===== src/rtl/uart_rx_variable_baud_if.sv =====
// uart_rx_variable_baud_if
// Bundles the serial line, the bit-period controls and the receiver outputs
// of uart_rx_variable_baud into one interface.
//   master : the side that drives the RX pin and the period commands and
//            consumes the received bytes (board glue or testbench)
//   slave  : the receiver itself
// Signals:
//   i_UART_RX        serial line, idles high
//   i_Set_Period     one-cycle pulse, loads i_Period
//   i_Period         new period value (clocks per bit)
//   i_Faster         one-cycle pulse, halves the period
//   i_Slower         one-cycle pulse, doubles the period
//   i_Autobaud_Arm   one-cycle pulse, arms auto-baud measurement
//   o_Period         current period register
//   o_Byte           last good byte
//   o_Valid          one-cycle pulse when o_Byte updates
//   o_Frame_Err      one-cycle pulse on a low stop bit
//   o_Busy           receiver not idle
//   o_Autobaud_Done  one-cycle pulse when a measured period is loaded
interface uart_rx_variable_baud_if #(
    parameter int DATA_BITS = 8,
    parameter int PERIOD_W  = 20
);
    logic                 i_UART_RX;
    logic                 i_Set_Period;
    logic [PERIOD_W-1:0]  i_Period;
    logic                 i_Faster;
    logic                 i_Slower;
    logic                 i_Autobaud_Arm;
    logic [PERIOD_W-1:0]  o_Period;
    logic [DATA_BITS-1:0] o_Byte;
    logic                 o_Valid;
    logic                 o_Frame_Err;
    logic                 o_Busy;
    logic                 o_Autobaud_Done;

    modport master (
        output i_UART_RX, i_Set_Period, i_Period, i_Faster, i_Slower, i_Autobaud_Arm,
        input  o_Period, o_Byte, o_Valid, o_Frame_Err, o_Busy, o_Autobaud_Done
    );

    modport slave (
        input  i_UART_RX, i_Set_Period, i_Period, i_Faster, i_Slower, i_Autobaud_Arm,
        output o_Period, o_Byte, o_Valid, o_Frame_Err, o_Busy, o_Autobaud_Done
    );
endinterface


===== src/rtl/uart_rx_variable_baud.sv =====
// uart_rx_variable_baud
// UART receiver (8N1-style, DATA_BITS data bits, LSB first) whose bit period
// is a runtime register. The period can be loaded, halved (clamped to
// MIN_PERIOD) or doubled (held once the MSB is set). The period in force for
// a frame is latched at the start edge, so commands never disturb a frame in
// flight. Start bits shorter than half a period are rejected as glitches; a
// low stop bit gives a frame-error pulse and the receiver waits for the line
// to return high.
// Optional feature, macro AUTOBAUD_EN: after i_Autobaud_Arm the next start
// bit is measured and, if plausible, loaded as the new period; the rest of
// the calibration character (0x55) is skipped.
// Ports:
//   i_Clk    system clock, rising edge
//   i_Rst_L  asynchronous active-low reset
//   bus      uart_rx_variable_baud_if.slave (line, period controls, outputs)
module uart_rx_variable_baud #(
    parameter int CLK_HZ         = 25000000,
    parameter int DATA_BITS      = 8,
    parameter int PERIOD_W       = 20,
    parameter int DEFAULT_PERIOD = 217,
    parameter int MIN_PERIOD     = 4
) (
    input logic                   i_Clk,
    input logic                   i_Rst_L,
    uart_rx_variable_baud_if.slave bus
);
    localparam int BIT_W = $clog2(DATA_BITS) + 1;
    localparam int unused_clk_hz_s = CLK_HZ;

    typedef enum logic [2:0] {
        S_IDLE      = 3'd0,
        S_START     = 3'd1,
        S_DATA      = 3'd2,
        S_STOP      = 3'd3,
`ifdef AUTOBAUD_EN
        S_MEASURE   = 3'd5,
        S_SKIP      = 3'd6,
`endif
        S_WAIT_HIGH = 3'd4
    } state_t;

    state_t               state_r;
    logic                 rx_meta_r;
    logic                 rx_sync_r;
    logic [PERIOD_W-1:0]  period_r;
    logic [PERIOD_W-1:0]  period_next_s;
    logic [PERIOD_W-1:0]  half_period_s;
    logic [PERIOD_W-1:0]  pa_r;
    logic [PERIOD_W-1:0]  half_pa_s;
    logic [PERIOD_W-1:0]  cnt_r;
    logic [BIT_W-1:0]     bit_cnt_r;
    logic [DATA_BITS-1:0] shift_r;
    logic [DATA_BITS-1:0] byte_r;
    logic                 valid_r;
    logic                 frame_err_r;
    logic                 busy_r;
`ifdef AUTOBAUD_EN
    logic                 armed_r;
    logic                 ovf_r;
    logic                 ab_done_r;
    logic                 ab_load_s;

    // A measurement is accepted only if it did not overflow and is usable
    assign ab_load_s = (state_r == S_MEASURE) && rx_sync_r && !ovf_r &&
                       (cnt_r >= PERIOD_W'(MIN_PERIOD));
`else
    logic                 unused_arm_s;
    assign unused_arm_s = bus.i_Autobaud_Arm;
`endif

    assign half_period_s = period_r >> 1;
    assign half_pa_s     = pa_r >> 1;

    // Two-flop synchroniser for the asynchronous RX pin, idles high
    always_ff @(posedge i_Clk or negedge i_Rst_L) begin
        if (!i_Rst_L) begin
            rx_meta_r <= 1'b1;
            rx_sync_r <= 1'b1;
        end else begin
            rx_meta_r <= bus.i_UART_RX;
            rx_sync_r <= rx_meta_r;
        end
    end

    // Next period: measurement load, then Set > Faster > Slower
    always_comb begin
        period_next_s = period_r;
`ifdef AUTOBAUD_EN
        if (ab_load_s) begin
            period_next_s = cnt_r;
        end else
`endif
        if (bus.i_Set_Period) begin
            if (bus.i_Period >= PERIOD_W'(MIN_PERIOD)) begin
                period_next_s = bus.i_Period;
            end else begin
                period_next_s = period_r;
            end
        end else if (bus.i_Faster) begin
            if (half_period_s < PERIOD_W'(MIN_PERIOD)) begin
                period_next_s = PERIOD_W'(MIN_PERIOD);
            end else begin
                period_next_s = half_period_s;
            end
        end else if (bus.i_Slower) begin
            // Doubling would lose the MSB, so the register holds instead
            if (period_r[PERIOD_W-1]) begin
                period_next_s = period_r;
            end else begin
                period_next_s = period_r << 1;
            end
        end else begin
            period_next_s = period_r;
        end
    end

    // Period register
    always_ff @(posedge i_Clk or negedge i_Rst_L) begin
        if (!i_Rst_L) begin
            period_r <= PERIOD_W'(DEFAULT_PERIOD);
        end else begin
            period_r <= period_next_s;
        end
    end

    // Receive FSM with registered byte, pulse and busy outputs
    always_ff @(posedge i_Clk or negedge i_Rst_L) begin
        if (!i_Rst_L) begin
            state_r     <= S_IDLE;
            pa_r        <= PERIOD_W'(DEFAULT_PERIOD);
            cnt_r       <= '0;
            bit_cnt_r   <= '0;
            shift_r     <= '0;
            byte_r      <= '0;
            valid_r     <= 1'b0;
            frame_err_r <= 1'b0;
            busy_r      <= 1'b0;
`ifdef AUTOBAUD_EN
            armed_r     <= 1'b0;
            ovf_r       <= 1'b0;
            ab_done_r   <= 1'b0;
`endif
        end else begin
            valid_r     <= 1'b0;
            frame_err_r <= 1'b0;
`ifdef AUTOBAUD_EN
            ab_done_r   <= 1'b0;
            if (bus.i_Autobaud_Arm) begin
                armed_r <= 1'b1;
            end
`endif
            case (state_r)
                S_IDLE: begin
                    if (!rx_sync_r) begin
                        // period_r (not period_next_s) so a same-cycle command
                        // does not affect this frame
                        pa_r      <= period_r;
                        cnt_r     <= '0;
                        bit_cnt_r <= '0;
                        busy_r    <= 1'b1;
`ifdef AUTOBAUD_EN
                        if (armed_r) begin
                            armed_r <= 1'b0;
                            ovf_r   <= 1'b0;
                            cnt_r   <= PERIOD_W'(1);
                            state_r <= S_MEASURE;
                        end else begin
                            state_r <= S_START;
                        end
`else
                        state_r   <= S_START;
`endif
                    end else begin
                        busy_r <= 1'b0;
                    end
                end
                S_START: begin
                    if (cnt_r == half_pa_s) begin
                        cnt_r <= '0;
                        if (rx_sync_r) begin
                            state_r <= S_IDLE;
                            busy_r  <= 1'b0;
                        end else begin
                            state_r <= S_DATA;
                        end
                    end else begin
                        cnt_r <= cnt_r + PERIOD_W'(1);
                    end
                end
                S_DATA: begin
                    if (cnt_r == pa_r - PERIOD_W'(1)) begin
                        cnt_r     <= '0;
                        shift_r   <= {rx_sync_r, shift_r[DATA_BITS-1:1]};
                        bit_cnt_r <= bit_cnt_r + BIT_W'(1);
                        if (bit_cnt_r == BIT_W'(DATA_BITS - 1)) begin
                            state_r <= S_STOP;
                        end
                    end else begin
                        cnt_r <= cnt_r + PERIOD_W'(1);
                    end
                end
                S_STOP: begin
                    if (cnt_r == pa_r - PERIOD_W'(1)) begin
                        cnt_r <= '0;
                        if (rx_sync_r) begin
                            byte_r  <= shift_r;
                            valid_r <= 1'b1;
                            busy_r  <= 1'b0;
                            state_r <= S_IDLE;
                        end else begin
                            frame_err_r <= 1'b1;
                            state_r     <= S_WAIT_HIGH;
                        end
                    end else begin
                        cnt_r <= cnt_r + PERIOD_W'(1);
                    end
                end
                S_WAIT_HIGH: begin
                    // A held-low line (break) must not be mistaken for a start bit
                    if (rx_sync_r) begin
                        state_r <= S_IDLE;
                        busy_r  <= 1'b0;
                    end else begin
                        state_r <= S_WAIT_HIGH;
                    end
                end
`ifdef AUTOBAUD_EN
                S_MEASURE: begin
                    if (rx_sync_r) begin
                        ab_done_r <= ab_load_s;
                        pa_r      <= ovf_r ? {PERIOD_W{1'b1}} : cnt_r;
                        cnt_r     <= '0;
                        bit_cnt_r <= '0;
                        state_r   <= S_SKIP;
                    end else if (cnt_r == {PERIOD_W{1'b1}}) begin
                        ovf_r <= 1'b1;
                    end else begin
                        cnt_r <= cnt_r + PERIOD_W'(1);
                    end
                end
                S_SKIP: begin
                    // Let the rest of the calibration character pass unseen
                    if (cnt_r == pa_r - PERIOD_W'(1)) begin
                        cnt_r     <= '0;
                        bit_cnt_r <= bit_cnt_r + BIT_W'(1);
                        if (bit_cnt_r == BIT_W'(DATA_BITS - 1)) begin
                            state_r <= S_WAIT_HIGH;
                        end
                    end else begin
                        cnt_r <= cnt_r + PERIOD_W'(1);
                    end
                end
`endif
                default: begin
                    state_r <= S_IDLE;
                    busy_r  <= 1'b0;
                end
            endcase
        end
    end

    assign bus.o_Period      = period_r;
    assign bus.o_Byte        = byte_r;
    assign bus.o_Valid       = valid_r;
    assign bus.o_Frame_Err   = frame_err_r;
    assign bus.o_Busy        = busy_r;
`ifdef AUTOBAUD_EN
    assign bus.o_Autobaud_Done = ab_done_r;
`else
    assign bus.o_Autobaud_Done = 1'b0;
`endif
endmodule

===== src/flat_wrapper.sv =====
// flat-port wrapper written by rule: the top's interface ports become plain ports
module uart_rx_variable_baud_flat 
#(
    parameter int CLK_HZ         = 25000000,
    parameter int DATA_BITS      = 8,
    parameter int PERIOD_W       = 20,
    parameter int DEFAULT_PERIOD = 217,
    parameter int MIN_PERIOD     = 4
)
  (i_Clk, i_Rst_L, bus_i_UART_RX, bus_i_Set_Period, bus_i_Period, bus_i_Faster, bus_i_Slower, bus_i_Autobaud_Arm, bus_o_Period, bus_o_Byte, bus_o_Valid, bus_o_Frame_Err, bus_o_Busy, bus_o_Autobaud_Done);
  uart_rx_variable_baud_if #(.DATA_BITS(DATA_BITS), .PERIOD_W(PERIOD_W)) bus_i ();
  input logic i_Clk;
  input logic i_Rst_L;
  input wire logic [$bits(bus_i.i_UART_RX)-1:0] bus_i_UART_RX;
  input wire logic [$bits(bus_i.i_Set_Period)-1:0] bus_i_Set_Period;
  input wire logic [$bits(bus_i.i_Period)-1:0] bus_i_Period;
  input wire logic [$bits(bus_i.i_Faster)-1:0] bus_i_Faster;
  input wire logic [$bits(bus_i.i_Slower)-1:0] bus_i_Slower;
  input wire logic [$bits(bus_i.i_Autobaud_Arm)-1:0] bus_i_Autobaud_Arm;
  output wire logic [$bits(bus_i.o_Period)-1:0] bus_o_Period;
  output wire logic [$bits(bus_i.o_Byte)-1:0] bus_o_Byte;
  output wire logic [$bits(bus_i.o_Valid)-1:0] bus_o_Valid;
  output wire logic [$bits(bus_i.o_Frame_Err)-1:0] bus_o_Frame_Err;
  output wire logic [$bits(bus_i.o_Busy)-1:0] bus_o_Busy;
  output wire logic [$bits(bus_i.o_Autobaud_Done)-1:0] bus_o_Autobaud_Done;
  assign bus_i.i_UART_RX = bus_i_UART_RX;
  assign bus_i.i_Set_Period = bus_i_Set_Period;
  assign bus_i.i_Period = bus_i_Period;
  assign bus_i.i_Faster = bus_i_Faster;
  assign bus_i.i_Slower = bus_i_Slower;
  assign bus_i.i_Autobaud_Arm = bus_i_Autobaud_Arm;
  assign bus_o_Period = bus_i.o_Period;
  assign bus_o_Byte = bus_i.o_Byte;
  assign bus_o_Valid = bus_i.o_Valid;
  assign bus_o_Frame_Err = bus_i.o_Frame_Err;
  assign bus_o_Busy = bus_i.o_Busy;
  assign bus_o_Autobaud_Done = bus_i.o_Autobaud_Done;
  uart_rx_variable_baud #(.CLK_HZ(CLK_HZ), .DATA_BITS(DATA_BITS), .PERIOD_W(PERIOD_W), .DEFAULT_PERIOD(DEFAULT_PERIOD), .MIN_PERIOD(MIN_PERIOD)) u_core (.i_Clk(i_Clk), .i_Rst_L(i_Rst_L), .bus(bus_i));
endmodule

===== config.mk =====
export PLATFORM = sky130hd
export DESIGN_NAME = uart_rx_variable_baud_flat
export DESIGN_NICKNAME = d
export VERILOG_FILES = /design/src/rtl/uart_rx_variable_baud_if.sv /design/src/rtl/uart_rx_variable_baud.sv /design/src/flat_wrapper.sv
export SDC_FILE = /design/constraint.sdc
export NUM_CORES = 1
export LEC_CHECK = 0
export CAP_MARGIN = 20
export CELL_PAD_IN_SITES_DETAIL_PLACEMENT = 1
export CELL_PAD_IN_SITES_GLOBAL_PLACEMENT = 2
export CORE_MARGIN = 8
export CORE_UTILIZATION = 35
export CTS_CLUSTER_DIAMETER = 60
export DETAILED_ROUTE_END_ITERATION = 10
export PLACE_DENSITY = 0.9
export SYNTH_ARGS = -nofsm -noshare
export SYNTH_HDL_FRONTEND = slang
export SYNTH_SLANG_ARGS = --single-unit
export TNS_END_PERCENT = 5

===== constraint.sdc =====
create_clock -name i_Clk -period 4.6 [get_ports i_Clk]
set_clock_uncertainty 0.05 [all_clocks]
set_input_delay 0.92 -clock i_Clk [delete_from_list [all_inputs] [get_ports i_Clk]]
set_output_delay 0.92 -clock i_Clk [all_outputs]
set_load 0.05 [all_outputs]

After elaboration in Yosys (flattened, before gate mapping)
Index checks and enable logic that the tools add are counted.
Widths: inputs -> output; s select.

cells by class
  add/subtract/negate cells = 3
  $lt $le $gt $ge = 2
  equality and inequality tests = 14
  mux-type cells = 31
  bitwise gates (word level) = 2
  reductions and logical operators = 14

operator list
  operator               number
  $mux 20                8
  $pmux 20 s3            1
  $add 20x1->20 const B  1
  $eq 20x19->1           1
  $eq 20x20->1           1
  $ge 20x3->1 const B    1
  $sub 20x1->20 const B  1
  $lt 19x3->1 const B    1
  $mux 19                1
  $mux 3                 6
  $pmux 3 s5             1
  $reduce_and 3->1       4
  $ne 2x1->1 const B     5
  $mux 1                 9
  $mux 4                 2
  $pmux 4 s2             1
  $reduce_and 2->1       4
  $eq 3x2->1 const B     2
  $reduce_bool 3->1      2
  $pmux 1 s5             1
  $reduce_and 5->1       1
  $add 4x1->4 const B    1
  $eq 4x3->1 const B     1
  $eq 3x1->1 const B     1
  8 further kinds        9

storage, ports and cells
  bits in registers = 88
  bits of input ports = 27
  output and inout port bits = 32
  word-level logic and storage cells = 79

Longest topological paths before layout
  depth after elaboration = 4
  gate-level depth with buffers = 11

Worst setup path before layout
OpenSTA, ideal clock, no wires.

  path kind = register to register
  start point = register u_core.pa_r[1]
  end point = register u_core.shift_r[1]
  setup time = 0.125 ns
  arrival time = 3.007 ns
  setup slack = 1.418 ns
  stages on the path, launching flop included = 11
  period minus slack after synthesis = 3.182 ns
  path through = dfrtp_1 inv_1 ha_1 or4b_1 nor3_1 mux2_2 a31oi_1 o22ai_2 nor4_2 buf_4 mux2_2

on the way
  cells in the longest elaborated chain, start to end = 3

RTL lines
  what                               RTL line                      text
  from (decl)                        uart_rx_variable_baud.sv:48   logic [PERIOD_W-1:0] pa_r;
  from (signal assigned)             uart_rx_variable_baud.sv:130  pa_r <= PERIOD_W'(DEFAULT_PERIOD);
  from (signal assigned)             uart_rx_variable_baud.sv:157  pa_r <= period_r;
  $sub 20x1->20                      uart_rx_variable_baud.sv:191  if (cnt_r == pa_r - PERIOD_W'(1)) begin
  $eq 20x20->1                       uart_rx_variable_baud.sv:191
  $reduce_and 2->1 (no source line)  --
  to (signal assigned)               uart_rx_variable_baud.sv:193  shift_r <= {rx_sync_r, shift_r[DATA_BITS-1:1]};
  to (decl)                          uart_rx_variable_baud.sv:52   logic [DATA_BITS-1:0] shift_r;

Every way passes these cells.
A chain may end at the register's enable or synchronous reset.

Worst setup path in the final report
  start point = register u_core.pa_r[1]
  end point = register u_core.cnt_r[17]

on the way
  cells in the longest elaborated chain, start to end = 4

RTL lines
  what                  RTL line                                                    text
  $sub 20x1->20         uart_rx_variable_baud.sv:191, uart_rx_variable_baud.sv:203
  $eq 20x20->1          uart_rx_variable_baud.sv:191, uart_rx_variable_baud.sv:203
  $mux 20               uart_rx_variable_baud.sv:191, uart_rx_variable_baud.sv:203
  $pmux 20 s3 *         uart_rx_variable_baud.sv:152                                case (state_r)
  to (signal assigned)  uart_rx_variable_baud.sv:187                                cnt_r <= cnt_r + PERIOD_W'(1);
  to (signal assigned)  uart_rx_variable_baud.sv:199                                cnt_r <= cnt_r + PERIOD_W'(1);
  to (signal assigned)  uart_rx_variable_baud.sv:215                                cnt_r <= cnt_r + PERIOD_W'(1);
  to (decl)             uart_rx_variable_baud.sv:50                                 logic [PERIOD_W-1:0] cnt_r;

Every way passes the cells marked *; elsewhere a longest branch is shown, timed or not.

==> run metrics <==
share of post-route cells with drive strength above 1=10.60%; Worst Path Arrival=4.04 ns; Netlist cell types=62; final hold violation count=0; vias in the first global route=4944; Std-Cell Rows=44; Syn Area/Cell=8.750 um2; antenna violation net count after detailed routing=0; P&R area growth vs syn=17.91%; met3 GRT Util=a little under 3%; Rel. slew slack=between 40% and 50%; FMAX=259.3 MHz; Pre-Repair DR Iteration Count=4; routing usage on met2=26.01%; fin crit share=83.83%; H-tree depth=3; global route overflow=0; Starting Density=between 30% and 40%; Starting DRT DRC Count=~200; Vias/cell=5.502; max incr delay on CP=~0.58 ns; Peak VDD IR=~0.21 mV; first-pass GRT wire length=25.07 mm; initial antenna violation count=0; Max Fanout on Critical Path=23; die area=19120 um2; IO Port Bufs=56; count leader, synth=nand2_1; Post-synth ARST share=100.0%; synth top area cells=dfrtp_1 36%, nand2_1 7.5%, dfstp_2 6.0%, xor2_1 4.9%, o21ai_0 4.7%; ANT cells=0; Synth top cells by count=104 x nand2_1, 76 x dfrtp_1, 49 x o21ai_0, 37 x nor2_1, 35 x clkbuf_1; WL/cell=17.74 um; Multi-input gate area=2765 um2; register area=2217 um2; Maximum Capacitance Violations=0; total negative slack=0 ns; final setup fails=0; Ys Warns=0; P_leak=2.740 nW; vias=4490; Global Route met1 Usage=19.14%; Die Wd=138.3 um; cell family with most CP delay=compound AO/OA/AOI/OAI gates; Top FF cell, synth=dfrtp_1; Worst-path clk slew=around 0.070 ns; hold slack=0.3072 ns; WP data required=4.78 ns; Routed Wire Length=14.47 mm; Seq/Total Area, Yosys=42.37%; Clock Path Buffers=2; RSZ-0062 raised after global routing=no; Reg2Reg Setup Slack=0.74 ns; gr usage total=15.63%; Filler cells=1681; cts repair resizes=0; CP Launch Type=flip-flop; Synth Register Bits=88; CP max stage cell=o31ai_4; CTS tree=done; Net Count, Synth=~630; Final min period=3.856 ns; CTS Buf Count=9; drc violations=0; top-area cell type share of the netlist area=36.35%; Cells after Synth=around 600; fin. max-slew vios=0; leading area contributor after synthesis=dfrtp_1; Hold Buf Count CTS=0; CP Cell Sequence=inv_1, ha_1, or4b_1, nor3_1, mux2_2, a31oi_1, o22ai_2, o31ai_4, buf_4, o21ai_0, a21o_1; clock latency at the later pin of the worst-skew pair=0.35 ns; final weighted congestion of routability-driven global placement=0.8353; GRT Max-Usage Layer=met2; Root Driver=clkbuf_16; IO Pins=59; clock sinks=88; status=finished, final reports clean; number of post-CTS setup repair buffers=0; Cell Pwr Density=around 500 nW/um2; HP Class=flip-flop to flip-flop; die height=138.3 um; Mapped Area=5233 um2; Final #Nets=657; largest net degree at the start of global routing=59; CP Buf/Inv Count=2; number of synthesized flops with an enable pin=0; Setup CP Type=flip-flop to flip-flop; Core ar.=14590 um2; post-DP HPWL=10.62 mm; CP Capture Type=flip-flop; Worst Tran Pin Value=0.8453 ns
[layout by cell type (no fill, tap or decap), drive strengths merged, types with 3 or more instances in the layout]
master and count:
a21o 11, a21oi 30, a22oi 17, and3 9
and4 3, buf 8, clkbuf 9, clkdlybuf4s50 55
dfrtp 76, dfstp 12, ha 3, inv 20
mux2 18, nand2 104, nand2b 5, nand3 13
nand3b 3, nand4 5, nor2 37, nor3 18
nor3b 15, nor4 19, o211ai 4, o21a 3
o21ai 51, or3 4, or4 4, xnor2 13
xor2 29
[registers in the layout, summed over array words and instances (netlist names)]
name                    flops
u_core.bus.o_Period        20
u_core.cnt_r               20
u_core.pa_r                20
u_core.bus.o_Byte           8
u_core.shift_r              8
u_core.bit_cnt_r            4
u_core.state_r              3
u_core.bus.o_Busy           1
u_core.bus.o_Frame_Err      1
u_core.bus.o_Valid          1
u_core.rx_meta_r            1
u_core.rx_sync_r            1
[per-layer routing]
| metal | part of all wire [%] | up-vias |
|---|---|---|
| met3 | 3.6 | 23 |
| met5 | 0 | - |
| met1 | 45 | 2234 |
| met2 | 49 | 71 |
| li1 | - | 2162 |
| met4 | 2.6 | 0 |
[kinds of logic (layout without fill, tap and decap cells)]
logic type / Yosys count / in the layout / share of synthesized area, %
multiplexers: 20 / 20 / 4.256
flip-flops: 88 / 88 / 42.37
other: 1 / 1 / 0.07167
AND/OR/NAND/NOR: 250 / 250 / 24.63
AO/OA/AOI/OAI: 135 / 135 / 16.02
adder cells (fa/ha/maj): 3 / 3 / 0.7174
XOR/XNOR: 42 / 42 / 7.030
buffers and inverters: 59 / 93 / 4.902
[where the power goes]
| part | switching [mW] | internal, mW | leakage, nW |
|---|---|---|---|
| Sequential | 0.281 | 0.922 | 1.13 |
| Combinational | 0.661 | 0.469 | 1.46 |
| Clock | 0.342 | 0.384 | 0.147 |
| Total | 1.28 | 1.78 | 2.74 |
[final timing paths]
path                                     to  cells past startpoint             start
max                        u_core.cnt_r[17]                     11    u_core.pa_r[1]
min                        u_core.rx_sync_r                      0  u_core.rx_meta_r
max reg2reg                u_core.cnt_r[17]                     11    u_core.pa_r[1]
min reg2reg                u_core.rx_sync_r                      0  u_core.rx_meta_r
max in group asynchronous  u_core.rx_sync_r                      2           i_Rst_L
min in group asynchronous   u_core.cnt_r[9]                      1           i_Rst_L
[final cells by class]
class                   instances  area share, %
multi-input cells             451          44.82
flip-flops and latches         88          35.94
repair buffers                 63          9.897
well taps                     184          3.731
clock buffers                   9          3.650
clock inverters                 7          1.115
inverters                      14         0.8518
[through the flow]
stage / total power, mW / utilization [%] / setup slack [ns] / cells / instance area, um2
CTS: 3.091 / 42.29 / 0.7130 / 816 / 6170
global route: 3.277 / 42.29 / 0.5182 / 816 / 6170
floorplan: 2.028 / - / 1.418 / 598 / 5233
detailed placement: 2.336 / 40.27 / 0.7517 / 800 / 5876
finish: 3.059 / 42.29 / 0.7440 / 816 / 6170
global placement: 2.277 / 40.27 / 0.9102 / 800 / 5876
No activity file was read; power rests on OpenSTA's default activity.
